[src/rtl/wallace_if.sv]
// rtl/wallace_if.sv - operand/product bundle for the wallace 4x4 multiplier
//
// Signals:
//   A    [3:0] unsigned multiplicand (driven by master)
//   B    [3:0] unsigned multiplier   (driven by master)
//   prod [7:0] registered product    (driven by slave, the multiplier)
interface wallace_if;
  logic [3:0] A;
  logic [3:0] B;
  logic [7:0] prod;

  modport master (output A, output B, input prod);
  modport slave  (input A, input B, output prod);
endinterface

[src/rtl/wallace.sv]
// rtl/wallace.sv - 4x4 unsigned Wallace-tree multiplier with registered product
//
// Purpose: prod = A * B, one cycle after A/B are presented, one product per cycle.
// Ports:
//   clk  - sole clock, rising edge
//   rst  - asynchronous active-high reset, clears prod immediately
//   bus  - wallace_if.slave: A[3:0], B[3:0] in; prod[7:0] out
//
// Reduction schedule (column heights, weight 2^0 .. 2^6):
//   partial products : 1 2 3 4 3 2 1
//   after stage 1    : 1 2 1 3 2 3 1   (fa1 col2, fa2 col3, fa3 col4)
//   after stage 2    : 1 2 1 1 3 1 2   (fa4 col3, fa5 col5)
//   after stage 3    : 1 2 1 1 1 2 2   (fa6 col4)
// The two remaining rows go through a ripple-carry adder.

module wallace_ha (
  input  logic a,
  input  logic b,
  output logic sum,
  output logic carry
);
  assign sum   = a ^ b;
  assign carry = a & b;
endmodule

module wallace_fa (
  input  logic a,
  input  logic b,
  input  logic c,
  output logic sum,
  output logic carry
);
  assign sum   = a ^ b ^ c;
  assign carry = (a & b) | (a & c) | (b & c);
endmodule

module wallace (
  input  logic       clk,
  input  logic       rst,
  wallace_if.slave   bus
);
  // pp[i][j] = A[j] & B[i], weight 2^(i+j)
  logic [3:0][3:0] pp;

  always_comb begin
    pp = '0;
    for (int i = 0; i < 4; i++) begin
      for (int j = 0; j < 4; j++) begin
        pp[i][j] = bus.A[j] & bus.B[i];
      end
    end
  end

  // Stage 1
  logic s1, c1, s2, c2, s3, c3;
  wallace_fa u_fa1 (.a(pp[0][2]), .b(pp[1][1]), .c(pp[2][0]), .sum(s1), .carry(c1));
  wallace_fa u_fa2 (.a(pp[0][3]), .b(pp[1][2]), .c(pp[2][1]), .sum(s2), .carry(c2));
  wallace_fa u_fa3 (.a(pp[1][3]), .b(pp[2][2]), .c(pp[3][1]), .sum(s3), .carry(c3));

  // Stage 2: column 3 gets pp[3][0] plus the stage-1 carry from column 2
  logic s4, c4, s5, c5;
  wallace_fa u_fa4 (.a(s2),       .b(pp[3][0]), .c(c1), .sum(s4), .carry(c4));
  wallace_fa u_fa5 (.a(pp[2][3]), .b(pp[3][2]), .c(c3), .sum(s5), .carry(c5));

  // Stage 3: column 4 collects its own sum plus carries from both earlier stages
  logic s6, c6;
  wallace_fa u_fa6 (.a(s3), .b(c2), .c(c4), .sum(s6), .carry(c6));

  // Final ripple-carry add of the two rows:
  //   row x: pp00 pp01 s1 s4 s6 s5  pp33
  //   row y:  -   pp10 -  -  -  c6  c5
  logic r1, r2, r3, r4, r5, r6;
  logic k1, k2, k3, k4, k5, k6;
  wallace_ha u_rc1 (.a(pp[0][1]), .b(pp[1][0]),      .sum(r1), .carry(k1));
  wallace_ha u_rc2 (.a(s1),       .b(k1),            .sum(r2), .carry(k2));
  wallace_ha u_rc3 (.a(s4),       .b(k2),            .sum(r3), .carry(k3));
  wallace_ha u_rc4 (.a(s6),       .b(k3),            .sum(r4), .carry(k4));
  wallace_fa u_rc5 (.a(s5),       .b(c6),     .c(k4), .sum(r5), .carry(k5));
  wallace_fa u_rc6 (.a(pp[3][3]), .b(c5),     .c(k5), .sum(r6), .carry(k6));

  // Column 7 holds only the ripple carry k6, so bit 7 is k6 and the carry
  // beyond it is structurally zero and simply not generated.
  logic [7:0] prod_d;
  logic [7:0] prod_q;

  always_comb begin
    prod_d = {k6, r6, r5, r4, r3, r2, r1, pp[0][0]};
  end

  always_ff @(posedge clk or posedge rst) begin
    if (rst) begin
      prod_q <= 8'h00;
    end else begin
      prod_q <= prod_d;
    end
  end

  assign bus.prod = prod_q;
endmodule

[src/flat_wrapper.sv]
// flat-port wrapper written by rule: the top's interface ports become plain ports
module wallace_flat 
  (clk, rst, bus_A, bus_B, bus_prod);
  wallace_if bus_i ();
  input  logic clk;
  input  logic rst;
  input wire logic [$bits(bus_i.A)-1:0] bus_A;
  input wire logic [$bits(bus_i.B)-1:0] bus_B;
  output wire logic [$bits(bus_i.prod)-1:0] bus_prod;
  assign bus_i.A = bus_A;
  assign bus_i.B = bus_B;
  assign bus_prod = bus_i.prod;
  wallace u_core (.clk(clk), .rst(rst), .bus(bus_i));
endmodule
[config.mk]
export PLATFORM = sky130hd
export DESIGN_NAME = wallace_flat
export DESIGN_NICKNAME = d
export VERILOG_FILES = /design/src/rtl/wallace_if.sv /design/src/rtl/wallace.sv /design/src/flat_wrapper.sv
export SDC_FILE = /design/constraint.sdc
export NUM_CORES = 1
export LEC_CHECK = 0
export BUFFER_PORTS_ARGS = -buffer_cell sky130_fd_sc_hd__buf_2
export CAP_MARGIN = 40
export CELL_PAD_IN_SITES_DETAIL_PLACEMENT = 0
export CELL_PAD_IN_SITES_GLOBAL_PLACEMENT = 2
export CORE_MARGIN = 5
export CORE_UTILIZATION = 29
export DETAILED_ROUTE_END_ITERATION = 10
export MAX_ROUTING_LAYER = met4
export PLACE_DENSITY = 0.85
export SYNTH_ARGS = -nofsm -noshare
export SYNTH_HDL_FRONTEND = slang
export SYNTH_SLANG_ARGS = --single-unit
[constraint.sdc]
create_clock -name clk -period 0.8 [get_ports clk]
set_input_delay 0.12 -clock clk [delete_from_list [all_inputs] [get_ports clk]]
set_output_delay 0.12 -clock clk [all_outputs]
set_load 0.05 [all_outputs]
# --- Word level (Yosys, flattened, before mapping) ---
# Index checks and enable logic that the tools add are counted.
word_totals:
  register_bits: 8
  input_bits: 10
  out_inout_bits: 8
classes:
  bitwise: 80
op_table:
  columns: ["cell", "n"]
  rows:
  - ["$and 1x1->1", 44]
  - ["$xor 1x1->1", 20]
  - ["$or 1x1->1", 16]

# --- Longest topological paths before layout ---
# Gate-level depths: netlist (run 1).
logic_depth:
  word_depth: 16
  depth_mapped: 9

# --- Hierarchy ---
# Synthesis (run 1) repeated with hierarchy kept, for this count alone.
hier_totals:
  cells_unflattened: 37
  area_unflattened_um2: 514.2
by_module_without_submodules:
  columns: ["module", "n_inst", "cells_each", "area_each_um2"]
  rows:
  - ["wallace", 1, 25, 304.0]
  - ["wallace_fa", 8, 1, 20.0]
  - ["wallace_ha", 4, 1, 12.5]

# --- Worst setup path after synthesis (run 1) ---
# OpenSTA, ideal clock, no wires.
synth_timing:
  path_type: "input port to flip-flop"
  startpoint: "in bus_B[0]"
  endpoint: "reg u_core.prod_q[6] (netlist: u_core.bus.prod[6])"
  arrival_time_ns: 2.561
  required_ns: 0.665
  slack_ns: -1.897
  cell_stages: 8
  n_path_buf: 0
  path_cell_list: "nand2_1 fa_1 fa_1 inv_1 fa_1 ha_1 fa_1 fa_1"
synth_via:
  elab_chain_cells: 14
synth_rtl:
  columns: ["element", "line", "rtl"]
  rows:
  - ["start, declared", "flat_wrapper.sv:8", "input wire logic [$bits(bus_i.B)-1:0] bus_B;"]
  - ["$and 1x1->1", "wallace.sv:49", "pp[i][j] = bus.A[j] & bus.B[i];"]
  - ["$and 1x1->1", "wallace.sv:34", "assign carry = (a & b) | (a & c) | (b & c);"]
  - ["$or 1x1->1 (2 in a row)", "wallace.sv:34", null]
  - ["$and 1x1->1", "wallace.sv:34", null]
  - ["$or 1x1->1 (2 in a row)", "wallace.sv:34", null]
  - ["$and 1x1->1", "wallace.sv:34", null]
  - ["$or 1x1->1 (2 in a row)", "wallace.sv:34", null]
  - ["$and 1x1->1", "wallace.sv:34", null]
  - ["$or 1x1->1", "wallace.sv:34", null]
  - ["$or 1x1->1 *", "wallace.sv:34", null]
  - ["$xor 1x1->1 *", "wallace.sv:33", "assign sum = a ^ b ^ c;"]
  - ["via u_core.r6", "wallace.sv:72", "logic r1, r2, r3, r4, r5, r6;"]
  - ["end signal, assigned", "wallace.sv:94", "prod_q <= prod_d;"]
  - ["end, declared", "wallace.sv:84", "logic [7:0] prod_q;"]
# Mark *: on every way through the listed nets, which the timed path passes. The rest lies on a longest branch.

# --- Worst setup path after layout (run 1) ---
layout_timing:
  startpoint: "in bus_A[1]"
  endpoint: "reg u_core.prod_q[6] (netlist: u_core.bus.prod[6])"
layout_via:
  elab_chain_cells: 14
layout_rtl:
  columns: ["element", "line", "rtl"]
  rows:
  - ["start, declared", "flat_wrapper.sv:7", "input wire logic [$bits(bus_i.A)-1:0] bus_A;"]
  - ["$and 1x1->1", "wallace.sv:49", null]
  - ["$and 1x1->1", "wallace.sv:34", null]
  - ["$or 1x1->1 (2 in a row)", "wallace.sv:34", null]
  - ["$and 1x1->1", "wallace.sv:34", null]
  - ["$or 1x1->1 (2 in a row)", "wallace.sv:34", null]
  - ["$and 1x1->1", "wallace.sv:34", null]
  - ["$or 1x1->1 (2 in a row)", "wallace.sv:34", null]
  - ["$and 1x1->1", "wallace.sv:34", null]
  - ["$or 1x1->1 (2 in a row)", "wallace.sv:34", null]
  - ["$xor 1x1->1 *", "wallace.sv:33", null]
  - ["via u_core.r6", "wallace.sv:72", null]
# Marks and branches as above.

==> results.md, run 1 <==
* CP startpoint: bus_A[1]
* Synth Area in Compound Gates at 0%
* CP Capture Type: flip-flop
* Final worst slack at -1.62 ns
* Failing checks: setup timing
* Largest net degree at the start of global routing at 9
* Core area at between 1500 and 2000 um^2
* Post-synthesis mux area share at 0%
* Worst-Margin Slew at 0.282 ns
* CP peak stage delay at between 0.5 and 0.6 ns
* Synthesized area at roughly 520 um^2
* Critical path type: input port to flip-flop
* Leak at 0.431 nW
* Cell mode on critical path: fa_2
* Max reg flops at 8
* Synthesized netlist cell count at 44
* Post-layout net count at 96
* CTS tree: yes
* Fmax achieved at 0.413 GHz
* Mean post-synth cell area at 11.8 um^2
* Adder-Cell Fraction of Synth Area at 40.4%
* Post-synthesis net count at 66
* CTS sink cnt at 8
* Area Growth Syn to Fin at 69.5%
* First-pass GRT wire length at 1.56 mm
* FP Rows at 15
* Fin crit share at 302%
* Finished Layout Cells at 97
* Average routed wire per standard cell at 9.42 um
* Status: finished, violations left
* Synth Area in Simple Gates at 15.4%
* Tot Pwr at 1.54 mW
* Post-synthesis xor/xnor area fraction at 0%
* Placed instance area at 723 um^2
* Vert. Die Dim at between 50 and 60 um
* Post-layout min period at approximately 2.4 ns
* Startpoint Class: input port
* Gr ovfl total at 0
* Placed insts at 93
* Number of synthesized register bits at 8
* Post-route cell area at a little under 900 um^2
* Clk slew on worst S/H paths at 0.05 ns
* Detailed-placement wirelength estimate at 845 um
* Pins Over Slew Limit at 0
* Clock Path Buffers at 2
* Hold path startpoint: bus_B[0]
* Gp weighted congestion at 0.684
* Number of global-route vias before repair at ~390
* Hold_ws at just over 0.2 ns
* Largest family of logic cells by synthesized area: adder cells
* CTS buffer count at 3
* Postcts setup bufs at 0
* Initial Util at 30.5%
* Width of the chip at approximately 52 um
* Commonest cells after routing, fill and taps aside: 11 x buf_6, 8 x buf_4, 8 x dfrtp_1, 6 x nand2_1, 5 x inv_1
* Peak supply drop at around 0.00073 V
* # DRC at 0
* RSZ-0062 raised after global routing: true
* Relative slew slack at 81.2%
* Input/output buffers at 17
* CP Data Arrival Time at between 2 and 3 ns
* Total GRT Usage at 8.01%
* Via density at 3.91
* Root Buffer: clkbuf_4
* Synth cell types at 7
* Layout fillers at 145
* Sequential fraction of the synthesis area at 38.5%
* Final Hold Viols at 0
* Initial antenna violation count at 0
* Largest fanout on the critical path at 4
* CTS HTree Levels at 1
* Vias at approximately 380
* Final count of negative-setup-slack endpoints at 14
* MaxCap Viol Count at 0
* Post-route ant nets at 0
* Fraction of layout cells with a size suffix above 1 at 61.1%
* WP data required at 0.98 ns
* Synth warnings at 0
* Final core utilization at just over 50%
* Power density of the placed cells at around 1800 nW/um^2
* Ports at 18
* CP max stage cell: fa_2
* Final TNS setup at -6.72 ns
* WL final at 914 um
* Initial DRC count at 0
* Setup WS pre-CTS at -1.98 ns
* DIE AREA at 2740 um^2
* Ant diodes at 0
* Hold Path Class: input port to flip-flop
* Commonest non-fill, non-tap cell in the layout: buf_6
* Detailed-router iteration count before antenna repair at 1
* CP Cell Sequence: buf_12 -> nand2_8 -> fa_1 -> fa_2 -> inv_2 -> fa_1 -> ha_2 -> fa_2 -> fa_2
where the power goes:
part           total (mW)  internal (mW)  switching, mW
combinational       0.748          0.307          0.441
sequential          0.511          0.480         0.0315
clock               0.285          0.170          0.115
area by class of cell:
class	count	area (um^2)	share of cell area, %
Sequential cell	8	200	22.7
Inverter	8	30.0	3.40
Clock buffer	3	22.5	2.55
Multi-Input combinational cell	28	354	40.1
Timing Repair Buffer	25	244	27.7
Tap cell	25	31.3	3.55
final timing paths:
kind                       slack, ns            endpoint  cells after the start
worst max-delay path           -1.62  u_core.bus.prod[6]                      9
min in group asynchronous       0.36  u_core.bus.prod[7]                      3
worst min-delay path            0.21  u_core.bus.prod[0]                      3
max in group asynchronous       0.22  u_core.bus.prod[0]                      3
logic make-up after synthesis:
family | Yosys count
AND/OR/NAND/NOR | 16
flip-flops | 8
buffers and inverters | 8
adder cells (fa/ha/maj) | 12
worst max-delay path, delay by kind of cell:
kind,cells,cell delay [ns]
adders and majority gates,6,2.30
buffers and inverters,2,0.15
and+or+nand+nor,1,0.04
cell usage after synthesis (all sizes together):
cell / instances / share of area [%]
ha: 4 / 9.6
nand2: 9 / 6.5
fa: 8 / 31
and2: 7 / 8.9
dfrtp: 8 / 38
inv: 8 / 5.8
layer usage:
metal,vias up,GRT usage (%),wire length [um]
li1,187,-,-
met4,0,5.11,19
met5,-,-,0
met3,2,0.855,65
met2,13,14.3,511
met1,177,8.30,317
what timing repair did:
item,4_1_cts,5_1_grt
hold buffers,1,0
pin swaps,4,3
endpoints found under the hold margin,8,0
resized for setup,31,2
gates cloned,0,0
setup endpoints to repair,14,14
No activity file was read; power rests on OpenSTA's default activity.
==> run 2: changes to the inputs <==
--- a/config.mk
+++ b/config.mk
@@ -10,10 +10,11 @@
 export CELL_PAD_IN_SITES_DETAIL_PLACEMENT = 0
 export CELL_PAD_IN_SITES_GLOBAL_PLACEMENT = 2
 export CORE_MARGIN = 5
-export CORE_UTILIZATION = 29
+export CORE_UTILIZATION = 30
 export DETAILED_ROUTE_END_ITERATION = 10
 export MAX_ROUTING_LAYER = met4
 export PLACE_DENSITY = 0.85
 export SYNTH_ARGS = -nofsm -noshare
 export SYNTH_HDL_FRONTEND = slang
+export SYNTH_HIERARCHICAL = 1
 export SYNTH_SLANG_ARGS = --single-unit
==> run 2 against run 1 <==
Effect of this change: the flow still finishes with violations (setup timing); combinational power shrank 3.3%; non-clock buffer count shrank 3; area after synthesis shrank 1.2%; via count shrank 11%; die area shrank 3.7%; routed wire length grew 1.3%; critical path depth shrank 1; largest cell class unchanged.
==> results.md, run 2 <==
* Status: finished, violations left
* Failing checks: setup timing
* Synth cell types at 5
* Sw Ratio at 37.5%
* Post-route cell area at approximately 800 um^2
* FP Rows at 15
* Largest net degree at the start of global routing at 9
* Placed instance area at about 670 um^2
* CP peak stage delay at 0.52 ns
* Detailed-router iteration count before antenna repair at 2
* Ports at 18
* Fmax achieved at between 0.3 and 0.4 GHz
* Critical path type: input port to flip-flop
* Largest fanout on the critical path at 3
* CP Cell Sequence: buf_6 -> and2_4 -> fa_1 -> fa_2 -> fa_1 -> ha_2 -> fa_2 -> fa_2
* Cell with the most instances after synthesis: and2_1
* Root Buffer: clkbuf_4
* Clk pwr share at between 10% and 20%
* Top post-synthesis cells by count: 16 x and2_1, 8 x dfrtp_1, 8 x fa_1, 4 x ha_1, 1 x inv_1
* Clk slew on worst S/H paths at 0.05 ns
* CTS tree: yes
* CP Capture Type: flip-flop
* Width of the chip at 51.4 um
* Cell mode on critical path: fa_2
* Post-layout min period at 2.52 ns
* Max reg flops at 8
* Pins Over Slew Limit at 0
* Final core utilization at about half
* Worst-Margin Slew at 0.275 ns
* Area Growth Syn to Fin at 56.4%
* EDFF count, synth at 0
* Initial antenna violation count at 0
* Vert. Die Dim at 51.4 um
* Final count of negative-setup-slack endpoints at 14
* Async S/R FF share, synth at 100%
* RSZ-0062 raised after global routing: true
* Post-layout net count at 86
* Met3 usage at under 10%
* Core area at 1670 um^2
* Gp weighted congestion at 0.699
* Postcts setup bufs at 0
* CTS sink cnt at 8
* Via density at 4.29
* Share of the synthesized area in the top cell type at 38.9%
* CP Data Arrival Time at about 2.7 ns
* Hold Path Class: input port to flip-flop
* Leak at 0.388 nW
* P_int at 950 uW
* Number of synthesized register bits at 8
* Synthesized area at 514 um^2
* Top FF cell, synth: dfrtp_1
* CP top delay family: adder cells
* Layout fillers at 136
* # DRC at 0
* Fin crit share at 315%
* Fraction of layout cells with a size suffix above 1 at 59.7%
* Placed insts at 75
* WP buf/inv at 1
* WP data required at 0.98 ns
* Post-synth top area cell: dfrtp_1
* GRT Max-Usage Layer: met2
* CTS HTree Levels at 1
* Global Route met1 Usage at 7.86%
* Average routed wire per standard cell at roughly 12 um
* Synth area leaders: dfrtp_1 39%, fa_1 31%, and2_1 19%
* Post-synthesis net count at 59
* Peak supply drop at 0.000766 V
* Power density of the placed cells at 1890 nW/um^2
* DIE AREA at 2640 um^2
* Input/output buffers at 17
* Detailed-placement wirelength estimate at 760 um
* Grt met2 use at 14.6%
* Tot Pwr at 1.52 mW
* Final Hold Viols at 0
* Startpoint Class: input port
* Finished Layout Cells at slightly below 80
* Logic gate share of total power at between 40% and 50%
* Commonest cells after routing, fill and taps aside: 11 x buf_6, 10 x and2_1, 8 x dfrtp_1, 6 x buf_2, 6 x and2_4
* Post-route ant nets at 0
* Synthesized netlist cell count at 37
* Final worst slack at -1.72 ns
* CP max stage cell: fa_2
* Initial Util at 30.8%
* First-pass GRT wire length at 1.48 mm
* Mean post-synth cell area at 13.9 um^2
* Seq pwr share at 33.7%
* Ant diodes at 0
* MaxCap Viol Count at 0
* CTS buffer count at 3
* Clock Path Buffers at 2
* WL final at 926 um
* Number of global-route vias before repair at roughly 360
* Vias at 339
* Psw at about 570 uW
* Gr ovfl total at 0
* Synth warnings at 6
* Sequential fraction of the synthesis area at 38.9%
* Total GRT Usage at 8.17%
* Initial DRC count at 1
* Relative slew slack at 81.7%
* Commonest non-fill, non-tap cell in the layout: buf_6
## run 2: changes by cell type in the layout (fill, tap and decap cells not counted), moves of 2 or more
cell / change
inv_2: -3
nand2_2: -2
nand2_1: -6
and2_2: -2
buf_2: +3
buf_4: -4
and2_4: +4
inv_1: -4
and2_1: +7
## run 2: path summary, 6_finish.rpt
kind / end / cells past startpoint / from
max: u_core/bus.prod[6] / 8 / bus_B[2]
min: u_core/bus.prod[1] / 3 / bus_B[1]
max in group asynchronous: u_core/bus.prod[4] / 3 / rst
min in group asynchronous: u_core/bus.prod[3] / 3 / rst
## run 2: power groups by stage
stage	Combinational [mW]	Sequential, mW	Clock [mW]
finish	0.723	0.513	0.285
global placement	0.571	0.496	0
CTS	0.718	0.512	0.298
floorplan	0.148	0.773	0
detailed placement	0.583	0.498	0
global route	0.774	0.522	0.323
## run 2: final cells by class
cell class	instances	area, um^2	share of cell area [%]
multi-input combinational	28	363	45.1
clock buffer	3	22.5	2.80
inverter	1	3.75	0.467
timing repair buffer	22	194	24.1
sequential	8	200	24.9
tap	17	21.3	2.64
## run 2: through the flow
step | TNS, ns | setup WS, ns | hold slack, ns
CTS | -7.29 | -1.71 | 0.214
global placement | -8.42 | -1.96 | 0.0580
finish | -7.32 | -1.72 | 0.226
floorplan | -7.27 | -1.78 | -0.0643
global route | -7.75 | -1.76 | 0.244
detailed placement | -8.44 | -1.97 | 0.0635
## run 2: cell families (layout without fill, tap and decap cells)
group / count (synthesis) / count (layout) / share of synthesized area [%]
adders and majority gates: 12 / 12 / 40.9
and+or+nand+nor: 16 / 16 / 19.5
buffers and inverters: 1 / 26 / 0.729
DFF: 8 / 8 / 38.9
## run 2: timing repair
action	in CTS	in global routing
pin swaps	1	0
setup endpoints to repair	14	14
endpoints found under the hold margin	8	0
resized for setup	23	3
cloned	0	0
hold buffers	1	0
## run 2: metal layers
layer | share of wire (%) | routed length (um)
met5 | 0 | 0
met3 | 5.7 | 53
met2 | 55 | 513
met1 | 39 | 359
met4 | 0 | 0
==> run 3: changes to the inputs <==
--- a/config.mk
+++ b/config.mk
@@ -9,11 +9,12 @@
 export CAP_MARGIN = 40
 export CELL_PAD_IN_SITES_DETAIL_PLACEMENT = 0
 export CELL_PAD_IN_SITES_GLOBAL_PLACEMENT = 2
+export CORE_ASPECT_RATIO = 1.1
 export CORE_MARGIN = 5
-export CORE_UTILIZATION = 30
+export CORE_UTILIZATION = 32
 export DETAILED_ROUTE_END_ITERATION = 10
 export MAX_ROUTING_LAYER = met4
-export PLACE_DENSITY = 0.85
+export PLACE_DENSITY = 0.89
 export SYNTH_ARGS = -nofsm -noshare
 export SYNTH_HDL_FRONTEND = slang
 export SYNTH_HIERARCHICAL = 1
==> constraint.sdc (replaced) <==
create_clock -name clk -period 2.9 [get_ports clk]
set_input_delay 0.435 -clock clk [delete_from_list [all_inputs] [get_ports clk]]
set_output_delay 0.435 -clock clk [all_outputs]
set_load 0.05 [all_outputs]
==> run 3 against run 2 <==
Effect of this change: design area decreased by 15%; the flow now finishes without violations; worst setup slack gained 1.8 ns; non-clock buffer count down 1; final cell count decreased by 1.3%.
==> results.md, run 3 (same netlist as run 2, synthesis figures left out) <==
* Power density of the placed cells at between 500 and 600 nW/um^2
* CTS tree: yes
* Commonest non-fill, non-tap cell in the layout: buf_2
* CTS HTree Levels at 1
* Clk pwr share at 21.2%
* Relative slew slack at between 80 and 90%
* Detailed-router iteration count before antenna repair at 1
* Final count of negative-setup-slack endpoints at 0
* Vias at 325
* Average routed wire per standard cell at 10.4 um
* Max reg flops at 8
* Startpoint Class: input port
* WP data required at 3.02 ns
* Gp weighted congestion at 0.729
* WL final at 811 um
* Post-route ant nets at 0
* Initial Util at roughly a third
* Logic gate share of total power at 42.2%
* Initial DRC count at 0
* DIE AREA at 2510 um^2
* Area Growth Syn to Fin at 33.3%
* MaxCap Viol Count at 0
* Post-layout net count at 85
* P_int at 224 uW
* Detailed-placement wirelength estimate at ~740 um
* Worst-Margin Slew at 0.281 ns
* Width of the chip at 48.2 um
* Initial antenna violation count at 0
* # DRC at 0
* Root Buffer: clkbuf_4
* Final TNS setup at 0 ns
* Tot Pwr at approximately 370 uW
* Hold Path Class: input port to asynchronous set/reset pin
* Ports at 18
* Seq. cell area at 200 um^2
* Pins Over Slew Limit at 0
* Peak supply drop at between 0.0001 and 0.00015 V
* Postcts setup bufs at 0
* CTS sink cnt at 8
* Final Hold Viols at 0
* Commonest cells after routing, fill and taps aside: 17 x buf_2, 15 x and2_1, 8 x dfrtp_1, 5 x fa_1, 4 x buf_4
* CTS buffer count at 3
* Input/output buffers at 17
* Total GRT Usage at 7.64%
* Largest net degree at the start of global routing at 9
* Gr ovfl total at 0
* Psw at about 150 uW
* Fmax achieved at 0.354 GHz
* Layout fillers at 145
* Placed insts at 75
* Ant diodes at 0
* Number of global-route vias before repair at around 340
* Critical path type: input port to flip-flop
* Sw Ratio at 39.3%
* Fraction of layout cells with a size suffix above 1 at 47.5%
* Core area at 1540 um^2
* Largest fanout on the critical path at 4
* CP Capture Type: flip-flop
* Clock Path Buffers at 2
* Seq pwr share at 36.6%
* FP Rows at 15
* Post-layout min period at 2.83 ns
* Fin crit share at between 90 and 100%
* Leak at approximately 0.36 nW
* Vert. Die Dim at 52.0 um
* Status: completed
* Clk slew on worst S/H paths at 0.05 ns
* CP Data Arrival Time at a little under 3 ns
* First-pass GRT wire length at approximately 1.3 mm
* Multi-input logic area at ~320 um^2
* RSZ-0062 raised after global routing: false
* Via density at around 4.2
* Finished Layout Cells at 78
[run 3: worst max path at each step]
stage	startpoint	end	slack (ns)
2_1_floorplan	bus_A[1]	u_core/bus.prod[6]	-0.01
3_3_place_gp	bus_A[1]	u_core/bus.prod[6]	-0.18
3_5_place_dp	bus_A[1]	u_core/bus.prod[6]	-0.20
4_1_cts	bus_A[1]	u_core/bus.prod[6]	0.06
5_1_grt	bus_A[3]	u_core/bus.prod[6]	0.02
6_report	bus_A[3]	u_core/bus.prod[6]	0.07
[run 3: per-layer routing]
metal / wire (um) / part of all wire, % / GRT usage, % / vias to the layer above
li1: - / - / - / 163
met1: 286 / 35 / 6.64 / 149
met2: 442 / 55 / 13.3 / 11
met3: 75 / 9.2 / 1.04 / 2
met4: 7 / 0.86 / 6.73 / 0
met5: 0 / 0 / - / -
[run 3: through the flow]
step	hold WS, ns	util [%]	setup WS [ns]	area (um^2)
final	0.116	44.6	0.0742	686
after detailed placement	0.382	42.9	-0.197	661
after global routing	0.148	44.6	0.0177	686
after CTS	0.119	44.4	0.0624	683
after floorplan	0.251	-	-0.0145	524
after global placement	0.372	42.9	-0.176	661
[run 3: power by group through the flow]
stage / logic [mW] / registers, mW / clock network (mW)
6_report: 0.156 / 0.135 / 0.0782
5_1_grt: 0.169 / 0.136 / 0.0857
3_5_place_dp: 0.156 / 0.137 / 0
4_1_cts: 0.158 / 0.135 / 0.0830
2_1_floorplan: 0.0399 / 0.213 / 0
3_3_place_gp: 0.156 / 0.137 / 0
[run 3: final cells by class]
cell class              count  area share [%]
multi-input cells          28            47.1
flip-flops and latches      8            29.2
repair buffers             21            16.8
clock buffers               3            3.28
well taps                  17            3.10
inverters                   1           0.547
[run 3: repair_timing]
| item | CTS | global route |
|---|---|---|
| hold buffers | 0 | 0 |
| resized for setup | 0 | 1 |
| endpoints found under the setup margin | 0 | 1 |
[run 3: worst max-delay path, cell delays in order]
cell	delay, ns
buf_2	0.11
and2_4	0.16
fa_1	0.49
fa_2	0.35
fa_1	0.44
ha_2	0.19
fa_2	0.33
fa_1	0.42
